`config.mk`:
```
export PLATFORM = sky130hd
export DESIGN_NAME = wwd_display_flat
export DESIGN_NICKNAME = d
export VERILOG_FILES = /design/src/rtl/wwd_display_if.sv /design/src/rtl/wwd_display.sv /design/src/flat_wrapper.sv
export SDC_FILE = /design/constraint.sdc
export NUM_CORES = 1
export LEC_CHECK = 0
export ABC_AREA = 1
export BUFFER_PORTS_ARGS = -buffer_cell sky130_fd_sc_hd__buf_4
export CAP_MARGIN = 20
export CORE_ASPECT_RATIO = 0.8
export CORE_UTILIZATION = 59
export CTS_CLUSTER_DIAMETER = 100
export DETAILED_ROUTE_END_ITERATION = 10
export MAX_ROUTING_LAYER = met4
export PLACE_DENSITY_LB_ADDON = 0.25
export SYNTH_ARGS = -nofsm -noshare
export SYNTH_HDL_FRONTEND = slang
export SYNTH_SLANG_ARGS = --single-unit
```
`constraint.sdc`:
```
create_clock -name clk -period 2.86 [get_ports clk]
set_input_delay 0.286 -clock clk [delete_from_list [all_inputs] [get_ports clk]]
set_output_delay 0.286 -clock clk [all_outputs]
set_load 0.01 [all_outputs]
```
`src/rtl/wwd_display_if.sv`:
```
// wwd_display_if: WWD strobe/data bus from the CPU (master) to the display block (slave).
interface wwd_display_if;
  logic        wwd_valid;
  logic [15:0] wwd_data;

  modport master (output wwd_valid, output wwd_data);
  modport slave  (input  wwd_valid, input  wwd_data);
endinterface

```
`src/rtl/wwd_display.sv`:
```
// wwd_display: buffers CPU WWD words in a FIFO and scans the oldest word onto a 4-digit
// active-low 7-segment display; define WWD_DISPLAY_AUTO_EN for timed auto-advance.
module wwd_display #(
  parameter int unsigned DEPTH       = 8,
  parameter int unsigned SCAN_DIV    = 16,
  parameter int unsigned HOLD_CYCLES = 1024
) (
  input  logic                     clk,
  input  logic                     reset,
  wwd_display_if.slave             i_wwd,
  input  logic [7:0]               i_pc_low,
  input  logic                     i_advance,
  output logic [6:0]               o_seg_n,
  output logic [3:0]               o_an_n,
  output logic [7:0]               o_led,
  output logic [$clog2(DEPTH):0]   o_count,
  output logic                     o_empty,
  output logic                     o_full,
  output logic                     o_overflow
);

  localparam int unsigned PW = $clog2(DEPTH);
  localparam int unsigned CW = PW + 1;
  localparam int unsigned DW = $clog2(SCAN_DIV);
  localparam int unsigned HW = $clog2(HOLD_CYCLES + 1);

  generate
    if (DEPTH < 2 || (DEPTH & (DEPTH - 1)) != 0 || SCAN_DIV < 2 || HOLD_CYCLES < 1) begin : g_bad_param
      $error("wwd_display: illegal parameter combination");
    end
  endgenerate

  logic [15:0]   r_mem [DEPTH];
  logic [PW-1:0] r_wr_ptr;
  logic [PW-1:0] r_rd_ptr;
  logic [CW-1:0] r_count;
  logic          r_empty;
  logic          r_full;
  logic          r_overflow;
  logic          r_adv_s1;
  logic          r_adv_s2;
  logic          r_adv_s3;
  logic [DW-1:0] r_div;
  logic [1:0]    r_digit;
  logic [6:0]    r_seg_n;
  logic [3:0]    r_an_n;
  logic [7:0]    r_led;

  logic          w_pop_req;
  logic          w_auto_pop;
  logic          w_pop;
  logic          w_push;
  logic          w_drop;
  logic [CW-1:0] w_count_nxt;
  logic [15:0]   w_head;
  logic [3:0]    w_nibble;

  function automatic logic [6:0] f_hex(input logic [3:0] i_nib);
    case (i_nib)
      4'h0:    f_hex = 7'h40;
      4'h1:    f_hex = 7'h79;
      4'h2:    f_hex = 7'h24;
      4'h3:    f_hex = 7'h30;
      4'h4:    f_hex = 7'h19;
      4'h5:    f_hex = 7'h12;
      4'h6:    f_hex = 7'h02;
      4'h7:    f_hex = 7'h78;
      4'h8:    f_hex = 7'h00;
      4'h9:    f_hex = 7'h10;
      4'hA:    f_hex = 7'h08;
      4'hB:    f_hex = 7'h03;
      4'hC:    f_hex = 7'h46;
      4'hD:    f_hex = 7'h21;
      4'hE:    f_hex = 7'h06;
      default: f_hex = 7'h0E;
    endcase
  endfunction

`ifdef WWD_DISPLAY_AUTO_EN
  logic [HW-1:0] r_dwell;

  // Dwell timer: runs only while a word is queued behind the displayed one.
  always_ff @(posedge clk) begin
    if (reset) begin
      r_dwell <= '0;
    end else if (w_pop) begin
      r_dwell <= '0;
    end else if (r_count >= CW'(2)) begin
      r_dwell <= r_dwell + HW'(1);
    end
  end

  assign w_auto_pop = (r_dwell == HW'(HOLD_CYCLES - 1)) && (r_count >= CW'(2));
`else
  assign w_auto_pop = 1'b0;
`endif

  assign w_pop_req = r_adv_s2 & ~r_adv_s3;
  assign w_pop     = (w_pop_req | w_auto_pop) & ~r_empty;
  // A pop frees a slot, so a full FIFO still accepts the word arriving alongside it.
  assign w_push    = i_wwd.wwd_valid & (~r_full | w_pop);
  assign w_drop    = i_wwd.wwd_valid & r_full & ~w_pop;
  assign w_head    = r_mem[r_rd_ptr];
  assign w_nibble  = w_head[{r_digit, 2'b00} +: 4];

  always_comb begin
    w_count_nxt = r_count;
    case ({w_push, w_pop})
      2'b10:   w_count_nxt = r_count + CW'(1);
      2'b01:   w_count_nxt = r_count - CW'(1);
      default: w_count_nxt = r_count;
    endcase
  end

  // Storage is deliberately left uninitialised; occupancy is tracked by the pointers.
  always_ff @(posedge clk) begin
    if (!reset && w_push) begin
      r_mem[r_wr_ptr] <= i_wwd.wwd_data;
    end
  end

  always_ff @(posedge clk) begin
    if (reset) begin
      r_wr_ptr   <= '0;
      r_rd_ptr   <= '0;
      r_count    <= '0;
      r_empty    <= 1'b1;
      r_full     <= 1'b0;
      r_overflow <= 1'b0;
      r_adv_s1   <= 1'b0;
      r_adv_s2   <= 1'b0;
      r_adv_s3   <= 1'b0;
      r_div      <= '0;
      r_digit    <= '0;
      r_seg_n    <= 7'h7F;
      r_an_n     <= 4'hF;
      r_led      <= '0;
    end else begin
      r_adv_s1 <= i_advance;
      r_adv_s2 <= r_adv_s1;
      r_adv_s3 <= r_adv_s2;

      if (w_push) r_wr_ptr <= r_wr_ptr + PW'(1);
      if (w_pop)  r_rd_ptr <= r_rd_ptr + PW'(1);
      r_count    <= w_count_nxt;
      r_empty    <= (w_count_nxt == '0);
      r_full     <= (w_count_nxt == CW'(DEPTH));
      r_overflow <= r_overflow | w_drop;

      if (r_div == DW'(SCAN_DIV - 1)) begin
        r_div   <= '0;
        r_digit <= r_digit + 2'd1;
      end else begin
        r_div <= r_div + DW'(1);
      end

      r_an_n  <= ~(4'b0001 << r_digit);
      r_seg_n <= r_empty ? 7'h3F : f_hex(w_nibble);
      r_led   <= i_pc_low;
    end
  end

  assign o_seg_n    = r_seg_n;
  assign o_an_n     = r_an_n;
  assign o_led      = r_led;
  assign o_count    = r_count;
  assign o_empty    = r_empty;
  assign o_full     = r_full;
  assign o_overflow = r_overflow;

endmodule

```
`src/flat_wrapper.sv`:
```
// flat-port wrapper written by rule: the top's interface ports become plain ports
module wwd_display_flat 
#(
  parameter int unsigned DEPTH       = 8,
  parameter int unsigned SCAN_DIV    = 16,
  parameter int unsigned HOLD_CYCLES = 1024
)
  (clk, reset, i_pc_low, i_advance, o_seg_n, o_an_n, o_led, o_count, o_empty, o_full, o_overflow, i_wwd_wwd_valid, i_wwd_wwd_data);
  wwd_display_if i_wwd_i ();
  input  logic clk;
  input  logic reset;
  input  logic [7:0] i_pc_low;
  input  logic i_advance;
  output logic [6:0] o_seg_n;
  output logic [3:0] o_an_n;
  output logic [7:0] o_led;
  output logic [$clog2(DEPTH):0] o_count;
  output logic o_empty;
  output logic o_full;
  output logic o_overflow;
  input wire logic [$bits(i_wwd_i.wwd_valid)-1:0] i_wwd_wwd_valid;
  input wire logic [$bits(i_wwd_i.wwd_data)-1:0] i_wwd_wwd_data;
  assign i_wwd_i.wwd_valid = i_wwd_wwd_valid;
  assign i_wwd_i.wwd_data = i_wwd_wwd_data;
  wwd_display #(.DEPTH(DEPTH), .SCAN_DIV(SCAN_DIV), .HOLD_CYCLES(HOLD_CYCLES)) u_core (.clk(clk), .reset(reset), .i_wwd(i_wwd_i), .i_pc_low(i_pc_low), .i_advance(i_advance), .o_seg_n(o_seg_n), .o_an_n(o_an_n), .o_led(o_led), .o_count(o_count), .o_empty(o_empty), .o_full(o_full), .o_overflow(o_overflow));
endmodule
```
[Word-level counts from Yosys, hierarchy flattened]
Memory sizes are Yosys's and may differ from the RTL's. A register that Yosys moved wholly into a read port is not among the register bits.
Index checks and enable logic that the tools add are counted.
Operators by class
  $add $sub $neg: 6
  multiply operators: 0
  divide/modulo/power cells: 0
  order comparisons: 0
  equality and inequality tests: 4
  shift operators: 2
  muxes and demuxes: 6
  bitwise logic cells: 12
  reductions and logical operators: 5
Operator list (count)
  16-bit by 5-bit indexed part select with 4-bit output: 1
  4-bit by 1-bit adder with 4-bit output, second input constant: 2
  4-bit equality test, second input constant: 2
  4-bit one-hot mux with 2 select lines: 1
  7-bit 2-to-1 mux: 1
  3-bit by 1-bit adder with 3-bit output, second input constant: 2
  3-bit 2-to-1 mux: 2
  1-bit bitwise AND: 5
  4-bit logical NOT: 1
  1-bit NOT: 4
  4-bit NOT: 1
  2-bit OR reduction: 2
  1-bit by 2-bit << shifter with 4-bit output, first input constant: 1
  4-bit by 1-bit subtractor with 4-bit output, second input constant: 1
  2-bit by 1-bit adder with 2-bit output, second input constant: 1
  2-bit by 1-bit equality test with 1-bit output, second input constant: 1
  2-bit equality test, second input constant: 1
  1-bit 2-to-1 mux: 2
  1-bit OR: 2
  1-bit logical AND: 1
  1-bit logical NOT: 1
Storage, ports and cells
  register bits after elaboration: 41
  bits in latches: 0
  RAM bits: 128
  bits in read-only memories: 112
  input bits: 28
  word-level logic and storage cells: 52
  memories kept: 2
Memories
  u_core.r_mem: depth 8, width 16, read ports 1, clocked after Yosys merged registers in 1, wr ports 1, RTL line wwd_display.sv:33  | logic [15:0] r_mem [DEPTH];
  (no name shown): depth 16, width 7, read ports 1, clocked after Yosys merged registers in 0, wr ports 0, RTL line wwd_display.sv:59  | case (i_nib)

[Longest topological paths before layout]
Gate-level depths: netlist of run 1.
  depth after elaboration: 8
  mapped depth: 16

[Worst setup path before layout of run 1]
Ideal clock, no wire load.
  path kind: reg-to-reg
  from: register u_core.r_empty (netlist: u_core.o_empty)
  to: memory u_core.r_mem[1][0], enable pin
  library setup time: 0.388 ns
  data arrival time: 1.940 ns
  required time: 2.472 ns
  setup slack: 0.531 ns
  cell stages (with the launch flop): 8
  path buffers: 0
  period minus slack after synthesis: 2.329 ns
  cell sequence: dfxtp_1 -> nor3_2 -> inv_1 -> nand2_1 -> nand2_1 -> inv_1 -> nand3_1 -> nor2_1
Between the ends
  word-level cells in the longest chain between the ends: 7
Ends and longest elaborated chain
  from (decl): RTL line wwd_display.sv:37  | logic r_empty;
  from (signal assigned): RTL line wwd_display.sv:146  | r_empty <= (w_count_nxt == '0);
  1-bit NOT: RTL line wwd_display.sv:99  | assign w_pop = (w_pop_req | w_auto_pop) & ~r_empty;
  1-bit bitwise AND: RTL line wwd_display.sv:99
  via u_core.w_pop: RTL line wwd_display.sv:51  | logic w_pop;
  1-bit OR: RTL line wwd_display.sv:101  | assign w_push = i_wwd.wwd_valid & (~r_full | w_pop);
  1-bit bitwise AND: RTL line wwd_display.sv:101
  1-bit logical AND: RTL line wwd_display.sv:117  | if (!reset && w_push) begin
  1-bit 2-to-1 mux: RTL line wwd_display.sv:117
  1-bit 2-to-1 mux (not written as such): RTL line wwd_display.sv:118  | r_mem[r_wr_ptr] <= i_wwd.wwd_data;
  to (decl): RTL line wwd_display.sv:33
The timed path passes the listed nets, and every way through them passes these cells.

[Worst setup path in the final report of run 1]
  from: register u_core.r_empty (netlist: u_core.o_empty)
  to: register u_core.r_full (netlist: u_core.o_full)
Between the ends
  word-level cells in the longest chain between the ends: 7
  elaborated cells on any way between the ends: 8
  classes of those cells: 3 x eq/ne; 1 x mux; 4 x bitwise
Ends and longest elaborated chain
  1-bit NOT *: RTL line wwd_display.sv:99
  1-bit bitwise AND *: RTL line wwd_display.sv:99
  via u_core.w_pop: RTL line wwd_display.sv:51
  1-bit OR: RTL line wwd_display.sv:101
  1-bit bitwise AND: RTL line wwd_display.sv:101
  2-bit by 1-bit equality test with 1-bit output / 2-bit equality test (equally long branches): RTL line wwd_display.sv:108  | case ({w_push, w_pop})
  4-bit one-hot mux with 2 select lines *: RTL line wwd_display.sv:108
  4-bit equality test *: RTL line wwd_display.sv:147  | r_full <= (w_count_nxt == CW'(DEPTH));
  to (signal assigned): RTL line wwd_display.sv:147
  to (decl): RTL line wwd_display.sv:38  | logic r_full;
The timed path passes the listed nets; every way through them passes the cells marked *.
A chain may end at the register's enable or synchronous reset.

==> results of run 1 <==
==> worst max-delay path: cells and delay by family (launching register included) <==
kind	cells	cell delay (ns)
buf+inv	2	0.16
xor+xnor	1	0.18
mux	1	0.18
simple gates	7	1.04
flops	1	0.36
fa+ha+maj	2	0.52
compound gates	1	0.06
==> cells by family (layout without fill, tap and decap cells) <==
logic type | Yosys count | after routing | synth area share
simple gates | 371 | 371 | 0.2276
flops | 172 | 172 | 0.6742
buf+inv | 57 | 130 | 0.04499
compound gates | 21 | 21 | 0.01553
fa+ha+maj | 16 | 16 | 0.02857
xor+xnor | 5 | 5 | 0.006250
mux | 2 | 2 | 0.002857
==> synth_stat cells <==
library cell,count,share of area
nand2_1,200,0.11
edfxtp_1,128,0.55
nand3_1,120,0.086
dfxtp_1,44,0.13
nor2_1,36,0.019
inv_1,27,0.014
ha_1,16,0.029
a21oi_1,11,0.0079
buf_2,9,0.0064
buf_6,9,0.014
o21ai_0,7,0.0050
buf_4,6,0.0064
clkbuf_1,3,0.0016
inv_2,3,0.0016
xor2_1,3,0.0038
mux2i_1,2,0.0029
nand2_2,2,0.0018
nand3_2,2,0.0029
nor2_2,2,0.0018
nor3_1,2,0.0014
xnor2_1,2,0.0025
a31oi_1,1,0.00089
and2_1,1,0.00089
and3_1,1,0.00089
nand2_4,1,0.0016
nand4_1,1,0.00089
nor3_2,1,0.0014
nor3b_1,1,0.0011
o211ai_1,1,0.0011
o21ai_1,1,0.00071
or2_2,1,0.00089
==> per-stage QoR <==
| stage | instances | power, W |
|---|---|---|
| 3_5_place_dp | 833 | 0.003203 |
| 3_3_place_gp | 833 | 0.003182 |
| 5_1_grt | 865 | 0.005682 |
| 6_report | 865 | 0.005516 |
| 4_1_cts | 865 | 0.005531 |
| 2_1_floorplan | 644 | 0.003055 |
==> area by class of cell <==
| class | instances | area [um^2] | share of cell area |
|---|---|---|---|
| inverter | 30 | 112.6 | 0.01385 |
| sequential | 172 | 4726 | 0.5813 |
| timing repair buffer | 68 | 510.5 | 0.06279 |
| clock buffer | 27 | 591.8 | 0.07279 |
| multi-input combinational | 415 | 1968 | 0.2421 |
| tap | 148 | 185.2 | 0.02278 |
| clock inverter | 5 | 36.28 | 0.004463 |
==> power by group <==
group / internal, W / switching (W)
Clock: 0.00143 / 0.000928
Combinational: 0.000144 / 0.000241
Sequential: 0.00274 / 0.0000303
==> worst min-delay path by stage <==
stage                                              end  cells past startpoint
after floorplan           u_core.r_mem[0][0]$_DFFE_PP_                      0
after global placement      u_core.r_adv_s2$_SDFF_PP0_                      2
after detailed placement    u_core.r_adv_s2$_SDFF_PP0_                      2
after CTS                   u_core.o_led[5]$_SDFF_PP0_                      3
after global routing        u_core.o_led[5]$_SDFF_PP0_                      3
final                       u_core.o_led[5]$_SDFF_PP0_                      3
==> sequential cells by signal, summed over array words and instances (netlist names), named ones only <==
name,cells
u_core.o_seg_n,7
u_core.r_rd_ptr,3
u_core.r_digit,2
u_core.o_full,1
u_core.r_adv_s1,1
u_core.r_adv_s2,1
u_core.o_overflow,1
u_core.o_empty,1
u_core.o_an_n,4
u_core.r_wr_ptr,3
u_core.o_count,4
u_core.r_div,4
u_core.r_mem,128
u_core.r_adv_s3,1
u_core.o_led,8
==> per-layer routing <==
layer  routed length [um]  track usage
met5                    0            -
met4                  223      0.09175
met3                 1251      0.06078
met2                 7264       0.4333
met1                 6205       0.3451
==> flow_metrics.env, run 1 <==
export IMPL_crit_path_max_incr_delay_ns=0.36
export IMPL_first_iter_violations=657
export IMPL_rsz0062_at_grt="false"
export IMPL_r2r_start="u_core.o_empty$_SDFF_PP1_"
export IMPL_grt_remaining_overflow=0
export IMPL_hold_path_class="input port to register"
export IMPL_crit_fanout=6
export IMPL_layout_setup_ws_ns=0.2902
export IMPL_ys_seq_elements=172
export IMPL_cts_root_buf="clkbuf_16"
export IMPL_tightest_slew_ns=0.7137
export IMPL_finalCritPeriodShare=0.8985
export IMPL_drive_gt1_frac=0.1562
export IMPL_crit_slowest_cell="dfxtp_1"
export IMPL_crit_chain="nor3_2, inv_1, nand2_1, nand2_1, ha_1, nand2_1, inv_1, nor2_1, ha_1, a21oi_1, xor2_1, mux2i_1, nand3_1, nor3_1"
export IMPL_ys_seq_area_frac=0.6742
export IMPL_clock_latency_ns=0.42
export IMPL_die_h_um=99.48
export IMPL_cpMostUsedCell="nand2_1"
export IMPL_num_antenna_cells=0
export IMPL_cts_resized=0
export IMPL_fill_cells=797
export IMPL_place_congestion=0.8348
export IMPL_avgSynthCellArea_um2=10.88
export IMPL_power_per_cell_area_nw_per_um2=678.4
export IMPL_core_um2=11560
export IMPL_rrSetupSlack_ns=0.29
export IMPL_cap_violations=0
export IMPL_die_x_um=123.9
export IMPL_utilization=0.7032
export IMPL_drc=0
export IMPL_antenna_found_initial=0
export IMPL_fin_area_um2=8130
export IMPL_dp_hpwl_um=8735
export IMPL_wirelength_um=14950
export IMPL_routed_via_count=4880
export IMPL_viasPerCell=5.642
export IMPL_clock_sinks=172
export IMPL_status="complete, no violations"
export IMPL_wl_per_cell_um=17.28
export IMPL_grt_pass1_vias=4681
export IMPL_slew_violations=0
export IMPL_rows=35
export IMPL_crit_end="u_core.o_full$_SDFF_PP0_"
export IMPL_cts_buffers=17
export IMPL_ctsHoldBuffers=0
export IMPL_drt_first_pass_iters=5
export IMPL_hold_ws_ns=0.06116
export IMPL_endpoint_kind="register"
export IMPL_nets=748
export IMPL_dp_slack_ns=0.4148
export IMPL_start_util=0.6062
export IMPL_grt_max_degree=65
export IMPL_io_pins=54
export IMPL_tns_ns=0
export IMPL_crit_type="register to register"
export IMPL_relSlewSlack=0.5237
export IMPL_synth_cells=644
export IMPL_place_area_um2=7502
export IMPL_finalHoldViolCount=0
export IMPL_layout_commonest_cell="nand2_1"
export IMPL_setup_violations=0
export IMPL_yosysUniqueCellTypes=31
export IMPL_clk_path_buf_depth=2
export IMPL_mappedNetlistNets=688
export IMPL_track_usage=0.2721
export IMPL_die_area_um2=12320
export IMPL_rr_worst_depth=14
export IMPL_htreeDepth=4
export IMPL_syn_to_final_growth_pct=16.02
export IMPL_ir_worst_vdd_mv=0.5083
export IMPL_ys_warn_count=0
export IMPL_final_cell_mix="nand2_1 (200), edfxtp_1 (128), nand3_1 (120)"
export IMPL_leakage_nw=3.251
export IMPL_fin_crit_ns=2.570
export IMPL_r2r_end="u_core.o_full$_SDFF_PP0_"
export IMPL_cts_tree="done"
export IMPL_detail_route_antenna_nets=0
export IMPL_grt_first_pass_wirelength_um=23720
export IMPL_cp_start_kind="register"
export IMPL_worstSetupStartpoint="u_core.o_empty$_SDFF_PP1_"
export IMPL_post_cts_buffers=0
export IMPL_max_freq_mhz=389.1
export IMPL_io_buffers=53
export IMPL_worstPathRequired_ns=3.20
export IMPL_clk_pin_slew_ns=0.07
export IMPL_clock_skew_ns=0.006367
export IMPL_arrival_ns=2.91
export IMPL_hp_start="i_pc_low[5]"
export IMPL_syn_area_um2=7008
Note: power is estimated with default switching activity, not from simulation.
==> inputs of run 2 (changes only) <==
==> constraint.sdc (replaced) <==
create_clock -name clk -period 2.9 [get_ports clk]
set_input_delay 0.29 -clock clk [delete_from_list [all_inputs] [get_ports clk]]
set_output_delay 0.29 -clock clk [all_outputs]
set_load 0.01 [all_outputs]
==> run 2 against run 1 <==
- sequential power fell by 1%
- fmax is 4.6% higher
- routed wire length down 2.0%
- clock power down 14%
- setup slack better by 0.15 ns
- clock skew shrank 0.00089 ns
- worst hold slack better by 0.0086 ns
- core utilization decreased by 0.68 points
- global-route usage is 0.59 points lower
- non-clock buffer count increased by 1
==> flow_metrics.env, run 2 (synthesized netlist as in run 1, its figures left out) <==
export IMPL_rrSetupSlack_ns=0.44
export IMPL_grt_max_degree=65
export IMPL_clock_sinks=172
export IMPL_slew_violations=0
export IMPL_drive_gt1_frac=0.1532
export IMPL_cts_buffers=17
export IMPL_routed_wl_met2_um=7003
export IMPL_endpoint_kind="register"
export IMPL_rows=35
export IMPL_r2r_end="u_core.o_seg_n[3]$_SDFF_PP1_"
export IMPL_cap_violations=0
export IMPL_min_to="u_core.o_led[5]$_SDFF_PP0_"
export IMPL_finalHoldViolCount=0
export IMPL_tightest_slew_ns=0.6810
export IMPL_fin_crit_ns=2.456
export IMPL_num_antenna_cells=0
export IMPL_hold_ws_ns=0.06979
export IMPL_worstPathRequired_ns=3.20
export IMPL_syn_to_final_growth_pct=14.89
export IMPL_final_cell_mix="nand2_1 (200), edfxtp_1 (128), nand3_1 (120)"
export IMPL_finalCritPeriodShare=0.8468
export IMPL_io_buffers=53
export IMPL_largest_reg_flops=128
export IMPL_setup_violations=0
export IMPL_hold_path_class="input port to register"
export IMPL_status="complete, no violations"
export IMPL_crit_fanout=64
export IMPL_grt_first_pass_wirelength_um=23010
export IMPL_htreeDepth=4
export IMPL_cts_root_buf="clkbuf_16"
export IMPL_wirelength_um=14650
export IMPL_fin_area_um2=8051
export IMPL_rsz0062_at_grt="false"
export IMPL_nets=749
export IMPL_clock_skew_ns=0.005477
export IMPL_regMostFlops="u_core.r_mem"
export IMPL_grt_remaining_overflow=0
export IMPL_place_congestion=0.8080
export IMPL_arrival_ns=2.75
export IMPL_dr_wl_met3_um=1038
export IMPL_routed_via_count=4800
export IMPL_ctsHoldBuffers=0
export IMPL_grt_pass1_vias=4593
export IMPL_cts_tree="done"
export IMPL_clock_latency_ns=0.42
export IMPL_cts_resized=0
export IMPL_drt_first_pass_iters=5
export IMPL_die_area_um2=12320
export IMPL_max_freq_mhz=407.2
export IMPL_power_per_cell_area_nw_per_um2=640.5
export IMPL_hp_start="i_pc_low[5]"
export IMPL_dp_hpwl_um=8419
export IMPL_tns_ns=0
export IMPL_leakage_nw=3.218
export IMPL_antenna_found_initial=0
export IMPL_power_w=0.005157
export IMPL_detail_route_antenna_nets=0
export IMPL_wl_met1_um=6347
export IMPL_viasPerCell=5.543
export IMPL_crit_type="register to register"
export IMPL_clk_path_buf_depth=2
export IMPL_die_h_um=99.48
export IMPL_clk_pin_slew_ns=0.06
export IMPL_first_iter_violations=543
export IMPL_io_pins=54
export IMPL_die_x_um=123.9
export IMPL_core_um2=11560
export IMPL_relSlewSlack=0.5460
export IMPL_cp_start_kind="register"
export IMPL_rr_worst_depth=12
export IMPL_layout_commonest_cell="nand2_1"
export IMPL_track_usage=0.2663
export IMPL_drc=0
export IMPL_min_path_cells=3
export IMPL_ir_worst_vdd_mv=0.4874
export IMPL_post_cts_buffers=0
export IMPL_start_util=0.6062
export IMPL_wl_per_cell_um=16.91
export IMPL_top_layer="met4"
export IMPL_place_area_um2=7522
-- run 2: how the worst max path moves through the flow --
stage | startpoint | slack [ns] | cells past startpoint | to
3_3_place_gp | u_core.o_empty$_SDFF_PP1_ | 0.63 | 15 | u_core.o_empty$_SDFF_PP1_
4_1_cts | register | 0.49 | 12 | u_core.o_seg_n[3]$_SDFF_PP1_
2_1_floorplan | u_core.o_empty$_SDFF_PP1_ | 0.57 | 7 | u_core.r_mem[1][0]$_DFFE_PP_
5_1_grt | u_core.o_empty$_SDFF_PP1_ | 0.15 | 15 | u_core.o_full$_SDFF_PP0_
6_report | register | 0.44 | 12 | u_core.o_seg_n[3]$_SDFF_PP1_
3_5_place_dp | u_core.o_empty$_SDFF_PP1_ | 0.53 | 15 | u_core.o_full$_SDFF_PP0_
-- run 2: critical path: stages (launching register included) --
cell and delay (ns):
dfxtp_2 0.33, buf_4 0.55, nand2_1 0.12, nand3_1 0.12
nand3_1 0.09, nand2_1 0.10, nand2_1 0.06, nand2_1 0.08
o21ai_1 0.17, ha_1 0.38, nand3_1 0.11, nand3_1 0.12
nand3_1 0.07
-- run 2: power by group --
group | switching, W | internal, W
Combinational | 0.000240 | 0.000144
Sequential | 0.0000289 | 0.00271
Clock | 0.000861 | 0.00118
-- run 2: routing by layer --
metal,vias up,GRT usage
met5,-,-
met4,0,0.1001
met3,26,0.08601
met2,168,0.4056
met1,2291,0.3319
li1,2315,-
-- run 2: stage by stage --
stage                     utilization  worst slack [ns]  cells
after floorplan                     -            0.5715    644
after global placement         0.6506            0.6313    834
after detailed placement       0.6506            0.5299    834
after CTS                      0.6964            0.4914    866
after global routing           0.6964            0.1528    866
final                          0.6964            0.4442    866
-- run 2: final cells by class --
type | instances | area, um^2
Inverter | 30 | 112.6
Tap cell | 148 | 185.2
Fill cell | 820 | 3510
Sequential cell | 172 | 4726
Clock inverter | 6 | 35.03
Clock buffer | 26 | 494.2
Multi-Input combinational cell | 415 | 1968
Timing Repair Buffer | 69 | 530.5
